==> config.mk <==
export PLATFORM = sky130hd
export DESIGN_NAME = dmem_arbiter
export DESIGN_NICKNAME = d
export VERILOG_FILES = /design/src/rtl/dmem_arbiter.sv
export SDC_FILE = /design/constraint.sdc
export NUM_CORES = 1
export LEC_CHECK = 0
export BUFFER_PORTS_ARGS = -buffer_cell sky130_fd_sc_hd__clkbuf_2
export CORE_AREA = 2 2 123 125
export DETAILED_ROUTE_END_ITERATION = 8
export DIE_AREA = 0 0 125 127
export GPL_TIMING_DRIVEN = 0
export HOLD_SLACK_MARGIN = 0.1
export PLACE_DENSITY = 0.75
export SYNTH_ARGS = -nofsm -noshare
export SYNTH_HDL_FRONTEND = slang
export SYNTH_SLANG_ARGS = --single-unit
==> constraint.sdc <==
create_clock -name clk -period 1.83 [get_ports clk]
set_input_delay 0.183 -clock clk [delete_from_list [all_inputs] [get_ports clk]]
set_output_delay 0.183 -clock clk [all_outputs]
set_load 0.05 [all_outputs]
==> src/rtl/dmem_arbiter.sv <==
// dmem_arbiter
// Two-port arbiter and sequencer for a single-port 32-bit data memory.
// Port 0 is the CPU load/store unit, port 1 a secondary requester (DMA/debug).
// One request is granted per cycle and registered into a command stage that
// drives the memory; the command result is registered again into a per-port
// response stage, giving a fixed two-cycle accept-to-response latency.
// Build option: define DMEM_ARB_FIXED_PRIO_EN to give port 0 absolute priority
// on conflicts; without it conflicts are resolved round-robin.
module dmem_arbiter #(
  parameter int MEM_WORDS = 1024,
  parameter int CNT_W     = 16
) (
  input  logic             clk,
  input  logic             rst_n,
  // port 0 (CPU load/store unit)
  input  logic             p0_req_valid,
  output logic             p0_req_ready,
  input  logic             p0_req_write,
  input  logic [31:0]      p0_req_addr,
  input  logic [31:0]      p0_req_wdata,
  output logic             p0_rsp_valid,
  output logic [31:0]      p0_rsp_rdata,
  output logic             p0_rsp_err,
  // port 1 (secondary requester)
  input  logic             p1_req_valid,
  output logic             p1_req_ready,
  input  logic             p1_req_write,
  input  logic [31:0]      p1_req_addr,
  input  logic [31:0]      p1_req_wdata,
  output logic             p1_rsp_valid,
  output logic [31:0]      p1_rsp_rdata,
  output logic             p1_rsp_err,
  // memory side
  output logic [31:0]      mem_address,
  output logic [31:0]      mem_write_data,
  output logic             mem_read,
  output logic             mem_write,
  input  logic [31:0]      mem_read_data,
  // statistics
  output logic [CNT_W-1:0] conflict_count
);

  // One past the last valid byte address; 33 bits so the bound never wraps.
  localparam logic [32:0] LP_MEM_BYTES = 33'(MEM_WORDS) * 33'd4;

  // grant / request selection
  logic             w_both;
  logic             w_gnt0;
  logic             w_gnt1;
  logic             w_acc;
  logic             w_port;
  logic             w_req_write;
  logic [31:0]      w_req_addr;
  logic [31:0]      w_req_wdata;
  logic             w_req_err;

  // command stage
  logic             r_cmd_vld_p1;
  logic             r_cmd_port_p1;
  logic             r_cmd_write_p1;
  logic [31:0]      r_cmd_addr_p1;
  logic [31:0]      r_cmd_wdata_p1;
  logic             r_cmd_err_p1;
  logic             w_mem_rd;
  logic             w_mem_wr;

  // response stage
  logic             r_rsp_vld0_p2;
  logic             r_rsp_vld1_p2;
  logic             r_rsp_err0_p2;
  logic             r_rsp_err1_p2;
  logic [31:0]      r_rsp_rdata0_p2;
  logic [31:0]      r_rsp_rdata1_p2;

  logic [CNT_W-1:0] r_conflict_cnt;

  assign w_both = p0_req_valid & p1_req_valid;

`ifdef DMEM_ARB_FIXED_PRIO_EN
  // Grant selection: port 0 always wins a conflict
  always_comb begin
    w_gnt0 = p0_req_valid;
    w_gnt1 = p1_req_valid & ~p0_req_valid;
  end
`else
  // 1 = port 1 was granted most recently, so port 0 wins the next conflict.
  logic r_last_grant;

  // Grant selection: a lone requester wins; a conflict goes to the port not granted last
  always_comb begin
    w_gnt0 = 1'b0;
    w_gnt1 = 1'b0;
    if (w_both) begin
      w_gnt0 = r_last_grant;
      w_gnt1 = ~r_last_grant;
    end else begin
      w_gnt0 = p0_req_valid;
      w_gnt1 = p1_req_valid;
    end
  end

  // Round-robin history, updated on every accepted request
  always_ff @(posedge clk or negedge rst_n) begin
    if (!rst_n) begin
      r_last_grant <= 1'b1;
    end else if (w_acc) begin
      r_last_grant <= w_port;
    end
  end
`endif

  assign p0_req_ready = w_gnt0;
  assign p1_req_ready = w_gnt1;
  assign w_acc        = w_gnt0 | w_gnt1;
  assign w_port       = w_gnt1;

  // Request mux: forward the granted port's command and classify it
  always_comb begin
    w_req_write = p0_req_write;
    w_req_addr  = p0_req_addr;
    w_req_wdata = p0_req_wdata;
    if (w_port) begin
      w_req_write = p1_req_write;
      w_req_addr  = p1_req_addr;
      w_req_wdata = p1_req_wdata;
    end
    w_req_err = (w_req_addr[1:0] != 2'b00) || ({1'b0, w_req_addr} >= LP_MEM_BYTES);
  end

  // ---- stage p0 -> p1: command register ----
  // Command stage: capture the accepted request; address/data hold while idle
  always_ff @(posedge clk or negedge rst_n) begin
    if (!rst_n) begin
      r_cmd_vld_p1   <= 1'b0;
      r_cmd_port_p1  <= 1'b0;
      r_cmd_write_p1 <= 1'b0;
      r_cmd_addr_p1  <= '0;
      r_cmd_wdata_p1 <= '0;
      r_cmd_err_p1   <= 1'b0;
    end else begin
      r_cmd_vld_p1 <= w_acc;
      if (w_acc) begin
        r_cmd_port_p1  <= w_port;
        r_cmd_write_p1 <= w_req_write;
        r_cmd_addr_p1  <= w_req_addr;
        r_cmd_wdata_p1 <= w_req_wdata;
        r_cmd_err_p1   <= w_req_err;
      end
    end
  end

  // Blocked accesses never reach the memory; they still travel to the response.
  assign w_mem_rd       = r_cmd_vld_p1 & ~r_cmd_write_p1 & ~r_cmd_err_p1;
  assign w_mem_wr       = r_cmd_vld_p1 &  r_cmd_write_p1 & ~r_cmd_err_p1;
  assign mem_read       = w_mem_rd;
  assign mem_write      = w_mem_wr;
  assign mem_address    = r_cmd_addr_p1;
  assign mem_write_data = r_cmd_wdata_p1;

  // ---- stage p1 -> p2: response register ----
  // Response stage: route the command result to its port, capturing load data
  always_ff @(posedge clk or negedge rst_n) begin
    if (!rst_n) begin
      r_rsp_vld0_p2   <= 1'b0;
      r_rsp_vld1_p2   <= 1'b0;
      r_rsp_err0_p2   <= 1'b0;
      r_rsp_err1_p2   <= 1'b0;
      r_rsp_rdata0_p2 <= '0;
      r_rsp_rdata1_p2 <= '0;
    end else begin
      r_rsp_vld0_p2   <= r_cmd_vld_p1 & ~r_cmd_port_p1;
      r_rsp_vld1_p2   <= r_cmd_vld_p1 &  r_cmd_port_p1;
      r_rsp_err0_p2   <= r_cmd_vld_p1 & ~r_cmd_port_p1 & r_cmd_err_p1;
      r_rsp_err1_p2   <= r_cmd_vld_p1 &  r_cmd_port_p1 & r_cmd_err_p1;
      r_rsp_rdata0_p2 <= (w_mem_rd && !r_cmd_port_p1) ? mem_read_data : '0;
      r_rsp_rdata1_p2 <= (w_mem_rd &&  r_cmd_port_p1) ? mem_read_data : '0;
    end
  end

  assign p0_rsp_valid = r_rsp_vld0_p2;
  assign p1_rsp_valid = r_rsp_vld1_p2;
  assign p0_rsp_err   = r_rsp_err0_p2;
  assign p1_rsp_err   = r_rsp_err1_p2;
  assign p0_rsp_rdata = r_rsp_rdata0_p2;
  assign p1_rsp_rdata = r_rsp_rdata1_p2;

  // Conflict counter: count cycles with both ports requesting, saturating at all-ones
  always_ff @(posedge clk or negedge rst_n) begin
    if (!rst_n) begin
      r_conflict_cnt <= '0;
    end else if (w_both && (r_conflict_cnt != {CNT_W{1'b1}})) begin
      r_conflict_cnt <= r_conflict_cnt + CNT_W'(1);
    end
  end

  assign conflict_count = r_conflict_cnt;

endmodule

==> key figures <==
CTS
  • CTS tree: built
  • Inserted Clock Buffers: 17
  • CTS Buffer Depth: 2
  • Clock transition at path regs: approximately 60 ps
  • Root buffer cell: clkbuf_16
  • Clock sink total: roughly 150
  • CTS HTree Levels: 4
  • Skew-Pair Late Insertion Delay: 430 ps
  • Post-CTS Setup Inserts: 0

STA
  • Worst Max-Slew Pin Slew: between 600 and 700 ps
  • Final hold viol count: 0
  • Rel. slew slack: 0.577
  • Hold slack: about 110 ps
  • Worst clock skew: roughly 17 ps
  • RSZ-0062 raised after global routing: no
  • Final setup viols: 0
  • Fin crit share: 0.955
  • Achievable frequency: roughly 570 MHz
  • Slew Viols, Final: 0
  • Crit path time final: roughly 1700 ps

Synthesis
  • EDFF count, synth: 0
  • Flops & latches, synth: 153
  • Area share of the largest cell type after synthesis: 0.629
  • Seq/Total Area, Yosys: 0.633
  • Synth area leaders: dfrtp_1, and3_1, nor2_1
  • Count leader, synth: dfrtp_1
  • Mapped Cells: about 560
  • Syn Std Cell Area: 6050 sq um
  • Synthesized area per cell: about 11 sq um
  • Top_reg_cell synth: dfrtp_1
  • Ys Warns: 0
  • Synth async-reset ratio: 1.00
  • Synth top cells by count: dfrtp_1, nor2_1, and3_1
  • Biggest area consumer among synthesized cells: dfrtp_1
  • Unique masters post-synth: 42
  • Syn nets: roughly 730

Power and ir drop
  • Pwr/cell area: slightly below 1000 nW/um^2
  • Pleak: ~5.4 nW
  • Worst vdd ir: roughly 0.62 mV

Floorplanning
  • Initial Utilization: 0.420
  • Die H: about 130 um
  • Row count: 44
  • Die Footprint: ~16000 sq um
  • IO Pins: approximately 320
  • DIE WIDTH: roughly 130 um
  • Core ar.: between 10000 and 15000 sq um

GRT
  • GRT Total Usage: 0.306
  • Total congestion overflow: 0
  • Initial antenna violation count: 2
  • Vias in the first global route: between 7k and 8k
  • First-pass GRT wire length: between 30000 and 40000 um
  • Largest net degree at the start of global routing: a little under 80

Routing
  • Avg WL per Cell: between 15 and 20 um
  • Pre-antenna DRT Iters: 5
  • Routed vias: slightly below 7k
  • WL final: 24300 um
  • Mean number of vias per cell: ~5.4
  • Drt initial violations: approximately 550
  • DRC viols: 0
  • Routed Antenna Nets: 0

Critical path
  • CP arrival: approximately 1600 ps
  • Flop2flop setup slack: roughly 140 ps
  • Worst R2R Path Depth: 5
  • Most frequent cell on the critical path: clkbuf_4
  • WS Path Type: reg2out
  • RR Endpoint: mem_address[21]$_DFFE_PN0P_
  • Cell family with most CP delay: buffers and inverters
  • R2R Path Start: r_last_grant$_DFFE_PN1P_
  • Nature of the critical path endpoint: output pin
  • Crit-path cells: nor3b_2, clkbuf_4, clkbuf_4
  • Critical Path RT: between 1500 and 2000 ps
  • CP Buf/Inv Count: 2
  • Critical-path maximum fanout: 10
  • CP startpoint kind: flip-flop
  • Slowest stage delay, CP: 450 ps
  • Slowest CP cell: dfrtp_1

Layout
  • Layout filler cell count: about 920
  • Final nets: between 1k and 1.5k
  • Fin util: 0.703
  • Non-filler cells in the finished layout: 1253
  • Fraction of layout cells with a size suffix above 1: 0.361
  • Synth-to-Final Area Change: 67.6%

Hold path
  • Hold WC Path Type: in2reg
  • Hold endpoint: mem_address[30]$_DFFE_PN0P_
  • Worst Hold Path Cells: 3
  • Hold_sp: p0_req_addr[30]

Status
  • Status: finished clean

Job
  • Max-Cap Viols: 0

Place
  • Dpl cells: 1062
  • Port bufs: 316
  • Placer Congestion: a little over 0.8
  • Detailed Place HPWL: approximately 15000 um
worst max path at each step:
| stage | startpoint | endpoint | slack [ps] | cells past startpoint |
|---|---|---|---|---|
| global placement | rst_n | conflict_count[0]$_DFFE_PN0P_ | -2300 | 1 |
| global route | r_cmd_err_p1$_DFFE_PN0P_ | mem_read | 1 | 3 |
| detailed placement | r_cmd_err_p1$_DFFE_PN0P_ | p0_rsp_rdata[20]$_DFF_PN0_ | 110 | 4 |
| finish | r_cmd_err_p1$_DFFE_PN0P_ | mem_read | 80 | 3 |
| CTS | r_cmd_err_p1$_DFFE_PN0P_ | mem_read | 2 | 3 |
| floorplan | conflict_count[4]$_DFFE_PN0P_ | conflict_count[1]$_DFFE_PN0P_ | 70 | 4 |
routing by layer:
metal | wire length (um) | up-vias | global-route usage | part of all wire
met3 | 2150 | 135 | 0.0812 | 0.088
met1 | 8510 | 3210 | 0.335 | 0.35
met2 | 12100 | 494 | 0.530 | 0.50
met5 | 0 | - | 0 | 0
li1 | - | 2935 | - | -
met4 | 1470 | 0 | 0.193 | 0.060
cell families after synthesis:
family / Yosys count / share of synthesized area
AO/OA/AOI/OAI: 75 / 0.0842
XOR/XNOR: 14 / 0.0203
adder cells (fa/ha/maj): 1 / 0.00207
buffers and inverters: 43 / 0.0325
flip-flops: 153 / 0.633
multiplexers: 10 / 0.0167
AND/OR/NAND/NOR: 265 / 0.211
area by class of cell:
cell class              instances  area [sq um]  area share
repair buffers                475          3210       0.317
inverters                       6          25.0     0.00247
flip-flops and latches        153          3830       0.378
plain buffers                  36           173      0.0170
multi-input cells             365          2040       0.201
diodes                          3          7.51    0.000740
well taps                     184           230      0.0227
clock buffers                  21           480      0.0474
clock inverters                10           140      0.0138
report_power, final:
part / internal (mW) / total [mW] / switching, mW
Clock: 2.29 / 3.69 / 1.40
Combinational: 0.763 / 2.43 / 1.67
Sequential: 3.65 / 3.88 / 0.232
metrics by stage:
step / power (mW) / instance area (sq um) / worst slack (ps) / setup TNS, ps
floorplan: 5.25 / 6050 / 74.8 / 0
global placement: 5.96 / 7870 / -2300 / -304090
detailed placement: 5.99 / 7900 / 110 / 0
CTS: 9.91 / 10100 / 1.71 / 0
global route: 10.4 / 10100 / 1.37 / 0
finish: 10.0 / 10100 / 82.9 / 0
placed cells by master, fill, tap and decap left out, types with 6 or more instances in the layout:
cell type	count
dfrtp_1	150
clkbuf_16	17
a31oi_1	26
nand2_1	61
nor4_1	9
clkbuf_8	6
mux2i_1	9
nand3_1	8
nor2_1	95
dlygate4sd3_1	158
o22ai_1	32
buf_2	11
clkbuf_1	15
nand4_1	8
clkbuf_2	314
xnor2_1	11
o21ai_0	7
and3_1	69
registers in the layout (all words and copies together) (netlist names), 16 cells and up:
name / cells
conflict_count: 16
mem_address: 32
mem_write_data: 32
p0_rsp_rdata: 32
p1_rsp_rdata: 32
worst reg2reg max path, stage by stage, from the launching register on:
cell	delay [ps]
dfstp_2	590
nand2_2	110
nand2_2	140
buf_4	230
mux2i_1	290
o21ai_0	180
what timing repair did:
item / CTS / global route
gates resized for setup: 7 / 3
hold buffers: 158 / 0
pin swaps: 0 / 1
hold endpoints to repair: 202 / 0
setup endpoints to repair: 2 / 15
Power figures use the tool's default switching activity.
